$ cat config.mk
export PLATFORM = sky130hd
export DESIGN_NAME = vga_fb_arbiter
export DESIGN_NICKNAME = d
export VERILOG_FILES = /design/src/rtl/vga_fb_arbiter.sv
export SDC_FILE = /design/constraint.sdc
export NUM_CORES = 1
export LEC_CHECK = 0
export CAP_MARGIN = 40
export CORE_MARGIN = 4
export CORE_UTILIZATION = 37
export CTS_CLUSTER_SIZE = 14
export DETAILED_ROUTE_END_ITERATION = 16
export GPL_TIMING_DRIVEN = 0
export PLACE_DENSITY_LB_ADDON = 0.15
export SLEW_MARGIN = 20
export SYNTH_ARGS = -nofsm -noshare
export SYNTH_HDL_FRONTEND = slang
export SYNTH_SLANG_ARGS = --single-unit
$ cat constraint.sdc
create_clock -name MAX10_CLK1_50 -period 1.5 [get_ports MAX10_CLK1_50]
set_input_delay 0.3 -clock MAX10_CLK1_50 [delete_from_list [all_inputs] [get_ports MAX10_CLK1_50]]
set_output_delay 0.3 -clock MAX10_CLK1_50 [all_outputs]
set_load 0.02 [all_outputs]
$ cat src/rtl/vga_fb_arbiter.sv
// Framebuffer port arbiter: shares one single-port RAM between display scanout reads and host writes.
// Latency: an accepted request reaches the RAM port 1 cycle later; read data returns 2 cycles after disp_ack.
// Backpressure: requests are held until acked; display wins unless the writer has stalled WR_MAX_WAIT cycles.
//
// Ports:
//   MAX10_CLK1_50, rst                  clock (rising edge) and synchronous active-high reset
//   disp_req/disp_addr -> disp_ack      scanout fetch request and same-cycle accept
//   disp_data/disp_valid                fetched word, valid 2 cycles after disp_ack
//   wr_req/wr_addr/wr_data -> wr_ack    host write request and same-cycle accept
//   mem_addr/mem_wdata/mem_we           registered single-port RAM command
//   mem_rdata                           RAM read data, one cycle after a read address
module vga_fb_arbiter #(
   parameter int ADDR_W      = 19,
   parameter int DATA_W      = 16,
   parameter int WR_MAX_WAIT = 8
) (
   input  logic              MAX10_CLK1_50,
   input  logic              rst,
   input  logic              disp_req,
   input  logic [ADDR_W-1:0] disp_addr,
   output logic              disp_ack,
   output logic [DATA_W-1:0] disp_data,
   output logic              disp_valid,
   input  logic              wr_req,
   input  logic [ADDR_W-1:0] wr_addr,
   input  logic [DATA_W-1:0] wr_data,
   output logic              wr_ack,
   output logic [ADDR_W-1:0] mem_addr,
   output logic [DATA_W-1:0] mem_wdata,
   output logic              mem_we,
   input  logic [DATA_W-1:0] mem_rdata
);

   // Owner of the RAM port for the cycle after a transfer; re-decided every cycle.
   typedef enum logic [1:0] {
      S_IDLE = 2'd0,
      S_DISP = 2'd1,
      S_WR   = 2'd2
   } own_e;

   localparam logic [7:0] MAX_WAIT = 8'(WR_MAX_WAIT);

   own_e              state_q,     state_d;
   logic [7:0]        wait_cnt_q,  wait_cnt_d;
   logic [ADDR_W-1:0] mem_addr_q,  mem_addr_d;
   logic [DATA_W-1:0] mem_wdata_q, mem_wdata_d;
   logic              rd_vld2_q,   rd_vld2_d;
   logic [DATA_W-1:0] disp_data_q, disp_data_d;
   logic              force_wr;

   // Grant decision, wait counter and next RAM command.
   always_comb begin
      force_wr    = wr_req && (wait_cnt_q >= MAX_WAIT);
      disp_ack    = 1'b0;
      wr_ack      = 1'b0;
      state_d     = S_IDLE;
      mem_addr_d  = mem_addr_q;
      mem_wdata_d = mem_wdata_q;
      wait_cnt_d  = 8'd0;

      if (!rst) begin
         if (disp_req && !force_wr) begin
            disp_ack   = 1'b1;
            state_d    = S_DISP;
            mem_addr_d = disp_addr;
         end else if (wr_req) begin
            wr_ack      = 1'b1;
            state_d     = S_WR;
            mem_addr_d  = wr_addr;
            mem_wdata_d = wr_data;
         end
      end

      // Counts only stalled writer cycles; any grant or dropped request restarts it.
      // The saturation guard is defensive: a stalled writer at MAX_WAIT is always granted.
      if (wr_req && !wr_ack && (wait_cnt_q < MAX_WAIT)) begin
         wait_cnt_d = wait_cnt_q + 8'd1;
      end

      // Stage 1 of the read pipeline is "RAM port owned by display this cycle";
      // stage 2 lines up with mem_rdata coming back.
      rd_vld2_d   = (state_q == S_DISP);
      disp_data_d = rd_vld2_q ? mem_rdata : disp_data_q;
   end

   always_ff @(posedge MAX10_CLK1_50) begin
      if (rst) begin
         state_q     <= S_IDLE;
         wait_cnt_q  <= 8'd0;
         mem_addr_q  <= '0;
         mem_wdata_q <= '0;
         rd_vld2_q   <= 1'b0;
         disp_data_q <= '0;
      end else begin
         state_q     <= state_d;
         wait_cnt_q  <= wait_cnt_d;
         mem_addr_q  <= mem_addr_d;
         mem_wdata_q <= mem_wdata_d;
         rd_vld2_q   <= rd_vld2_d;
         disp_data_q <= disp_data_d;
      end
   end

   // Outputs are forced low for the whole reset pulse, including its first cycle,
   // so a transfer accepted just before reset never reaches the RAM or the display.
   always_comb begin
      mem_we     = (state_q == S_WR) && !rst;
      mem_addr   = rst ? '0 : mem_addr_q;
      mem_wdata  = rst ? '0 : mem_wdata_q;
      disp_valid = rd_vld2_q && !rst;
      // Read data is passed straight through in the return cycle and held afterwards.
      if (rst) begin
         disp_data = '0;
      end else if (rd_vld2_q) begin
         disp_data = mem_rdata;
      end else begin
         disp_data = disp_data_q;
      end
   end

endmodule

# ---- Word level (Yosys, flattened, before mapping)
# Index checks and enable logic that the tools add are counted.
dict set report totals {
  reg_bits 62
  inputBits 74
  out_inout_bits 55
  word_cells 40
}
dict set report classes {
  n_addsub 1
  n_lt_le_gt_ge 2
  eq_ne 2
  muxes 13
  bitwise 2
  reduce_logical 13
}
# op count
set ops {}
lappend ops {{two-way mux 19 bit} 3}
lappend ops {{two-way mux 16 bit} 3}
lappend ops {{adder 8 x 1 -> 8 bit, second input constant} 1}
lappend ops {{>= comparator 8 x 4 -> 1 bit, second input constant} 1}
lappend ops {{less-than comparator 8 x 4 -> 1 bit, second input constant} 1}
lappend ops {{logical AND 1 bit} 6}
lappend ops {{two-way mux 1 bit} 6}
lappend ops {{OR reduction 2 bit} 2}
lappend ops {{logical NOT 1 bit} 3}
lappend ops {{equality test 2 x 1 -> 1 bit, second input constant} 1}
lappend ops {{equality test 2 bit, second input constant} 1}
lappend ops {{two-way mux 2 bit} 1}
lappend ops {{NOT 1 bit} 2}
lappend ops {{AND reduction 2 bit} 1}
lappend ops {{nonzero test 2 bit} 1}

# ---- Logic depth before layout (Yosys ltp)
# Gate-level depths: netlist of run 1.
dict set report logic_depth {
  word_depth 11
  ltp_mapped 5
  ltp_nobuf 4
}

# ---- Worst setup path before layout of run 1
# OpenSTA, ideal clock, no wires.
dict set report synth_timing {
  path_type {in2out}
  from {input port rst}
  to {output port mem_we}
  arrival_ps 1367
  t_required_ps 1200
  slack_ps -167
  stages 4
  path_buffers 3
  cell_sequence {buf_2 buf_2 buf_1 nor3b_1}
}
dict set report synth_via {
  elab_chain_len 2
}
# item line
set synth_rtl {}
lappend synth_rtl {{start, declared} 18} ;# input logic rst,
lappend synth_rtl {{logical NOT 1 bit} 107} ;# mem_we = (state_q == S_WR) && !rst;
lappend synth_rtl {{logical AND 1 bit} 107}
lappend synth_rtl {{end, declared} 30} ;# output logic mem_we,
# Every way passes these cells.

# ---- Worst setup path in the final report of run 1
dict set report layout_timing {
  from {register wait_cnt_q[5]}
  to {output port disp_ack}
}
dict set report layout_via {
  elab_chain_len 6
}
# item line
set layout_rtl {}
lappend layout_rtl {{start, declared} 44} ;# logic [7:0] wait_cnt_q, wait_cnt_d;
lappend layout_rtl {{start signal, assigned} 96} ;# wait_cnt_q <= wait_cnt_d;
lappend layout_rtl {{>= comparator 8 x 4 -> 1 bit} 53} ;# force_wr = wr_req && (wait_cnt_q >= MAX_WAIT);
lappend layout_rtl {{logical AND 1 bit} 53}
lappend layout_rtl {{logical NOT 1 bit} 62} ;# if (disp_req && !force_wr) begin
lappend layout_rtl {{logical AND 1 bit} 62}
lappend layout_rtl {{two-way mux 1 bit} 62}
lappend layout_rtl {{two-way mux 1 bit} 61} ;# if (!rst) begin
lappend layout_rtl {{end, declared} 21} ;# output logic disp_ack,
# Every way passes these cells.

==> results of run 1 <==
power by group through the flow:
| stage | sequential (W) | combinational (W) | clock (W) |
|---|---|---|---|
| 6_report | 0.00177 | 0.000866 | 0.00147 |
| 5_1_grt | 0.00177 | 0.000926 | 0.00159 |
| 4_1_cts | 0.00176 | 0.000840 | 0.00151 |
| 3_5_place_dp | 0.00180 | 0.000729 | 0 |
| 3_3_place_gp | 0.00180 | 0.000724 | 0 |
| 2_1_floorplan | 0.00179 | 0.000369 | 0 |
final timing paths:
kind,slack (ns),to,cells past startpoint
setup / recovery,-0.21,disp_ack,5
hold / removal,0.40,rd_vld2_q,1
setup reg to reg,-0.14,mem_wdata_q[1],6
hold reg to reg,0.40,rd_vld2_q,1
flip-flops by register name (all words and copies together) (netlist names):
register	count
disp_data_q	16
mem_addr_q	19
mem_wdata_q	16
rd_vld2_q	1
state_q	2
wait_cnt_q	8
critical path: cells and delay by family (launching register included):
family	cells	cell delay, ns
and+or+nand+nor	2	0.37
AOI/OAI and AO/OA	1	0.12
DFF	1	0.33
buffers and inverters	2	0.26
routing by layer:
layer / vias to the layer above / track usage, % / routed length [µm]
met5: - / 0 / 0
li1: 1238 / - / -
met2: 78 / 31.1 / 4010
met1: 1159 / 23.2 / 3410
met4: 0 / 7.20 / 121
met3: 10 / 4.83 / 556
cell families (layout without fill, tap and decap cells):
kind of cell / after synthesis / count (layout) / synth area share, %
compound gates: 23 / 23 / 8.88
xor+xnor: 2 / 2 / 0.651
fa+ha+maj: 2 / 2 / 0.930
buf+inv: 25 / 190 / 5.35
flops: 62 / 62 / 46.1
mux: 32 / 32 / 14.0
other cells: 1 / 4 / 0.139
simple gates: 120 / 120 / 23.9
per-stage QoR:
stage	cell area, µm²	instances
detailed placement	4100	493
global route	4710	531
floorplan	2710	270
global placement	4100	493
finish	4710	531
CTS	4600	524
cell usage after synthesis, drive strengths merged:
cell type	n	area (µm²)
nand3	1	5.00
a21bo	1	10.0
nor4	1	21.3
dfxtp	62	1240
inv	3	11.3
nand2	1	3.75
xnor2	1	8.76
mux2i	16	160
nor2	37	139
nor3	23	115
o221a	19	214
nand2b	1	6.26
buf	15	106
conb	1	3.75
nor3b	2	15.0
a21oi	3	15.0
nor2b	54	338
mux2	16	218
xor2	1	8.76
clkbuf	7	26.3
ha	2	25.0
area by class of cell:
class	instances	area (µm²)	share of cell area [%]
Tap cell	96	120	2.55
Clock inverter	7	73.8	1.57
Timing Repair Buffer	150	1380	29.3
Sequential cell	62	1240	26.4
Clock buffer	9	124	2.63
Inverter	3	11.3	0.239
Multi-Input combinational cell	183	1560	33.1
Buffer	21	194	4.12
cell usage in the layout, fill, tap and decap left out, types with 4 or more instances in the layout:
cell type and n:
buf_12 4, buf_2 15, buf_4 37, buf_6 11, clkbuf_1 4, clkbuf_2 13
clkbuf_8 10, clkdlybuf4s50_1 70, conb_1 4, dfxtp_1 59, mux2_4 16, mux2i_1 15
nor2_1 35, nor2b_1 49, nor2b_2 4, nor3_1 23, o221a_4 19
timing repair:
item                       CTS  global route
buffers inserted            13             6
setup endpoints to repair   90            76
resized for setup          248            59
cloned                       3             1
pin swaps                   21             9
==> flow_summary_export.csv, run 1 <==
group,metric,value,unit
setup_path,critPathMaxFanout,2,
layout,layout-drive-gt1-share,36.3,%
power,p_clk_share,35.8,%
drt,wl,8100,µm
setup_path,cpMaxStageDelayCell,"dfxtp_2",
layout,area_delta_synth_final,75.0,%
global_route,gr-total-overflow,0,
synth,yosysSeqAreaShare,46.1,%
synth,synth_area,2690,µm²
timing,timing.final.crit_period,1.71,ns
global_route,track_usage,18.7,%
layout,utilization,67.8,%
power,p_sw_share,26.5,%
run_status,outcome,"finished, violations left",
timing,setup_tns,-5.80,ns
hold_path,hold_start,"state_q[1]",
floorplanning,die-area,8700,µm²
synth,ys_warn_count,0,
setup_path,crit_path_frequent_cell,"buf_6",
clock_tree,cts_buffer_depth,2,
setup_path,r2r_start,"wait_cnt_q[5]",
timing,fin_worst_skew,0.00874,ns
placement,place_congestion,0.721,
placement,port_buffers,127,
floorplanning,num_rows,30,
setup_path,max_stage_delay,0.33,ns
power,p_total,0.00410,W
floorplanning,initial_core_util,38.8,%
power,power.internal,0.00302,W
power,p_per_area,871,nW/µm²
floorplanning,num_io_pins,129,
timing,fin_hold_ws,0.404,ns
timing,worst_slew_margin_rel,65.6,%
drt,drt-initial-drc-count,31,
layout,antenna_cells,0,
setup_path,cp_cell_sequence,"nor4_4 > a21oi_2 > buf_6 > nor2_4 > buf_6",
timing,setup_viol,54,
global_route,grt_max_degree,13,
setup_path,crit_path_start,"wait_cnt_q[5]",
timing,tightest_slew,0.516,ns
timing,fmax,586,MHz
synth,synth.distinct_cells,26,
synth,syn-instance-count,267,
clock_tree,clk_pin_slew,0.07,ns
clock_tree,cts_hold_buf,0,
drt,routedWlPerCell,15.3,µm
drt,via_per_inst,4.68,
power,p_sw,0.00109,W
power,p_leak,1.99,nW
drt,antenna_left,0,
clock_tree,htreeDepth,3,
clock_tree,clkLatencyLatePin,0.34,ns
timing,maxSlewViolCount,0,
timing,final.period_utilization,114,%
setup_path,critical_path_required,1.20,ns
clock_tree,cts_root_buf,"clkbuf_8",
setup_path,worstSetupPathType,"reg -> out",
global_route,grt_pass1_vias,2556,
placement,hpwl,5350,µm
global_route,antenna_found_initial,0,
flow_run,cap_violations,0,
placement,dp_slack,-1.12,ns
synth,synth.ff_latch_count,62,
clock_tree,cts_tree,"built",
floorplanning,die_w,93.3,µm
drt,first_pass_iters,4,
floorplanning,die_h,93.3,µm
run_status,violations,"negative setup slack",
timing,setup_ws,-0.206,ns
power,pwr-share-seq,43.0,%
power,peakVddDrop,0.682,mV
drt,drc,0,
clock_tree,cts_buffers,9,
timing,hold_violations,0,
clock_tree,clock_sinks,62,
drt,num_vias,2485,
setup_path,cp-start-kind,"register",
synth,syn_area_per_cell,10.1,µm²
layout,fill_cells,568,
setup_path,cp-end-kind,"primary output",
setup_path,arrival,1.41,ns
layout,fin_nets,506,
timing,grt_setup_unrepaired,"yes",
floorplanning,core-area,6940,µm²
hold_path,hold_class,"reg -> reg",
global_route,grt_pass1_wl,12800,µm
power,p_comb_share,21.1,%
No activity file was read; power rests on OpenSTA's default activity.
==> inputs of run 2 (changes only) <==
--- a/config.mk
+++ b/config.mk
@@ -8,6 +8,7 @@
 export CAP_MARGIN = 40
 export CORE_MARGIN = 4
 export CORE_UTILIZATION = 37
+export CTS_BUF_LIST = sky130_fd_sc_hd__clkbuf_8 sky130_fd_sc_hd__clkbuf_16
 export CTS_CLUSTER_SIZE = 14
 export DETAILED_ROUTE_END_ITERATION = 16
 export GPL_TIMING_DRIVEN = 0
==> results of run 2 <==
Same layout as run 1: the final DEF is identical, and so are final timing and power.
==> inputs of run 3 (changes only) <==
--- a/config.mk
+++ b/config.mk
@@ -6,12 +6,12 @@
 export NUM_CORES = 1
 export LEC_CHECK = 0
 export CAP_MARGIN = 40
-export CORE_MARGIN = 4
+export CORE_MARGIN = 5
 export CORE_UTILIZATION = 37
-export CTS_BUF_LIST = sky130_fd_sc_hd__clkbuf_8 sky130_fd_sc_hd__clkbuf_16
 export CTS_CLUSTER_SIZE = 14
 export DETAILED_ROUTE_END_ITERATION = 16
 export GPL_TIMING_DRIVEN = 0
+export MAX_ROUTING_LAYER = met4
 export PLACE_DENSITY_LB_ADDON = 0.15
 export SLEW_MARGIN = 20
 export SYNTH_ARGS = -nofsm -noshare
==> run 3 against run 2 <==
Power decreased by 5.3%; largest cell class unchanged; first-iteration DRC count increased to 3.1 times the previous value; critical path type is now reg -> reg; hold slack worse by 0.00096 ns; worst setup slack got worse by 0.030 ns; global-route usage fell by 0.74 points; the run still ends with negative setup slack left; count of clock-buffer cells in the layout grew 5; highest routed layer unchanged; critical endpoint is now mem_wdata_q[1]; clock skew decreased by 0.0016 ns.
==> flow_summary_export.csv, run 3 (same netlist as run 1, synthesis figures left out) <==
group,metric,value,unit
layout,antenna_cells,0,
timing,timing.final.crit_period,1.74,ns
floorplanning,num_rows,31,
layout,mostFrequentLayoutCells,"clkdlybuf4s50_1, dfxtp_1, nor2b_1",
global_route,antenna_found_initial,0,
run_status,outcome,"finished, violations left",
placement,place_congestion,0.737,
clock_tree,cts_hold_buf,0,
layout,area_delta_synth_final,72.7,%
power,pwr-share-seq,45.5,%
drt,via_per_inst,4.62,
global_route,track_usage,18.0,%
clock_tree,cts_buffers,9,
setup_path,critPathMaxFanout,4,
layout,top_register,"mem_addr_q",
clock_tree,cts_root_buf,"clkbuf_8",
clock_tree,cts_tree,"built",
placement,placed_cell_area,4110,µm²
layout,multi_input_area,1520,µm²
drt,drt-initial-drc-count,96,
setup_path,reg2reg_depth,7,
floorplanning,core-area,7180,µm²
layout,top_regs,"mem_addr_q (19), disp_data_q (16), mem_wdata_q (16)",
timing,grt_setup_unrepaired,"yes",
global_route,grt_pass1_wl,12200,µm
setup_path,worstSetupPathType,"reg -> reg",
drt,first_pass_iters,4,
placement,hpwl,5500,µm
power,p_per_area,836,nW/µm²
global_route,grt_pass1_vias,2572,
flow_run,cap_violations,0,
floorplanning,die-area,9080,µm²
clock_tree,cts_buffer_depth,2,
global_route,grt_max_degree,20,
hold_path,hold_class,"reg -> reg",
layout,final_common_cell,"clkdlybuf4s50_1",
setup_path,arrival,1.95,ns
layout,fin_nets,505,
power,p_comb_share,21.7,%
floorplanning,die_h,95.3,µm
timing,hold_violations,0,
timing,fmax,576,MHz
floorplanning,initial_core_util,37.5,%
floorplanning,die_w,95.3,µm
placement,port_buffers,127,
drt,wl,8170,µm
clock_tree,clk_pin_slew,0.06,ns
drt,antenna_left,0,
timing,fin_hold_ws,0.403,ns
setup_path,critical_path_required,1.71,ns
layout,fin_area,4650,µm²
timing,setup_viol,54,
clock_tree,clkLatencyLatePin,0.33,ns
power,p_clk_share,32.8,%
layout,register_area,1250,µm²
layout,utilization,64.8,%
power,p_sw,0.000974,W
timing,final.period_utilization,116,%
setup_path,cp-end-kind,"register",
floorplanning,num_io_pins,129,
timing,fin_worst_skew,0.00718,ns
layout,fill_cells,615,
clock_tree,clock_sinks,62,
drt,num_vias,2458,
clock_tree,htreeDepth,3,
timing,maxSlewViolCount,0,
power,power.internal,0.00291,W
power,p_total,0.00389,W
drt,routedWlPerCell,15.4,µm
layout,layout-drive-gt1-share,34.2,%
placement,dp_slack,-1.08,ns
hold_path,hold_depth,1,
timing,setup_ws,-0.235,ns
setup_path,cp-start-kind,"register",
global_route,gr-total-overflow,0,
power,peakVddDrop,0.714,mV
run_status,violations,"negative setup slack",
power,p_leak,1.97,nW
layout,largest_reg_flops,19,
drt,drc,0,
power,p_sw_share,25.1,%
==> run 3: final timing paths <==
kind / start / end / slack (ns)
hold / removal: state_q[1] / rd_vld2_q / 0.40
hold reg to reg: state_q[1] / rd_vld2_q / 0.40
setup reg to reg: wait_cnt_q[5] / mem_wdata_q[1] / -0.24
setup / recovery: wait_cnt_q[5] / mem_wdata_q[1] / -0.24
==> run 3: area by class of cell <==
class                           count  share of cell area [%]
Multi-Input combinational cell    183                    32.8
Timing Repair Buffer              151                    29.6
Sequential cell                    62                    26.8
Buffer                             19                    4.20
Clock buffer                       14                    3.50
Tap cell                           99                    2.67
Inverter                            3                   0.242
Clock inverter                      1                   0.108
==> run 3: power groups by stage <==
stage	registers, W	logic, W	clock network, W
global placement	0.00180	0.000718	0
global route	0.00178	0.000899	0.00139
detailed placement	0.00180	0.000728	0
CTS	0.00177	0.000784	0.00132
finish	0.00177	0.000845	0.00127
floorplan	0.00179	0.000369	0
==> run 3: repair_timing <==
item	CTS	global route
pin swaps	5	28
endpoints found under the hold margin	0	0
resized for setup	216	80
cloned	2	4
setup buffers	14	10
endpoints found under the setup margin	74	85
==> run 3: metal layers <==
| layer | part of all wire, % | up-vias | global-route usage, % |
|---|---|---|---|
| met3 | 7.5 | 8 | 6.47 |
| li1 | - | 1229 | - |
| met2 | 50 | 87 | 29.8 |
| met5 | 0 | - | - |
| met4 | 1.1 | 0 | 5.77 |
| met1 | 42 | 1134 | 20.2 |
==> run 3: through the flow <==
stage | setup TNS (ns) | std cells
global placement | -43.26 | 496
CTS | -6.43 | 525
floorplan | -0.699 | 270
global route | -10.75 | 532
detailed placement | -44.65 | 496
finish | -7.01 | 532
==> run 3: critical path, cell delays in order (launching register included) <==
cell     delay, ns
dfxtp_2       0.33
nor4_4        0.32
buf_4         0.18
a21bo_1       0.12
buf_6         0.14
buf_6         0.12
buf_8         0.11
mux2_4        0.29
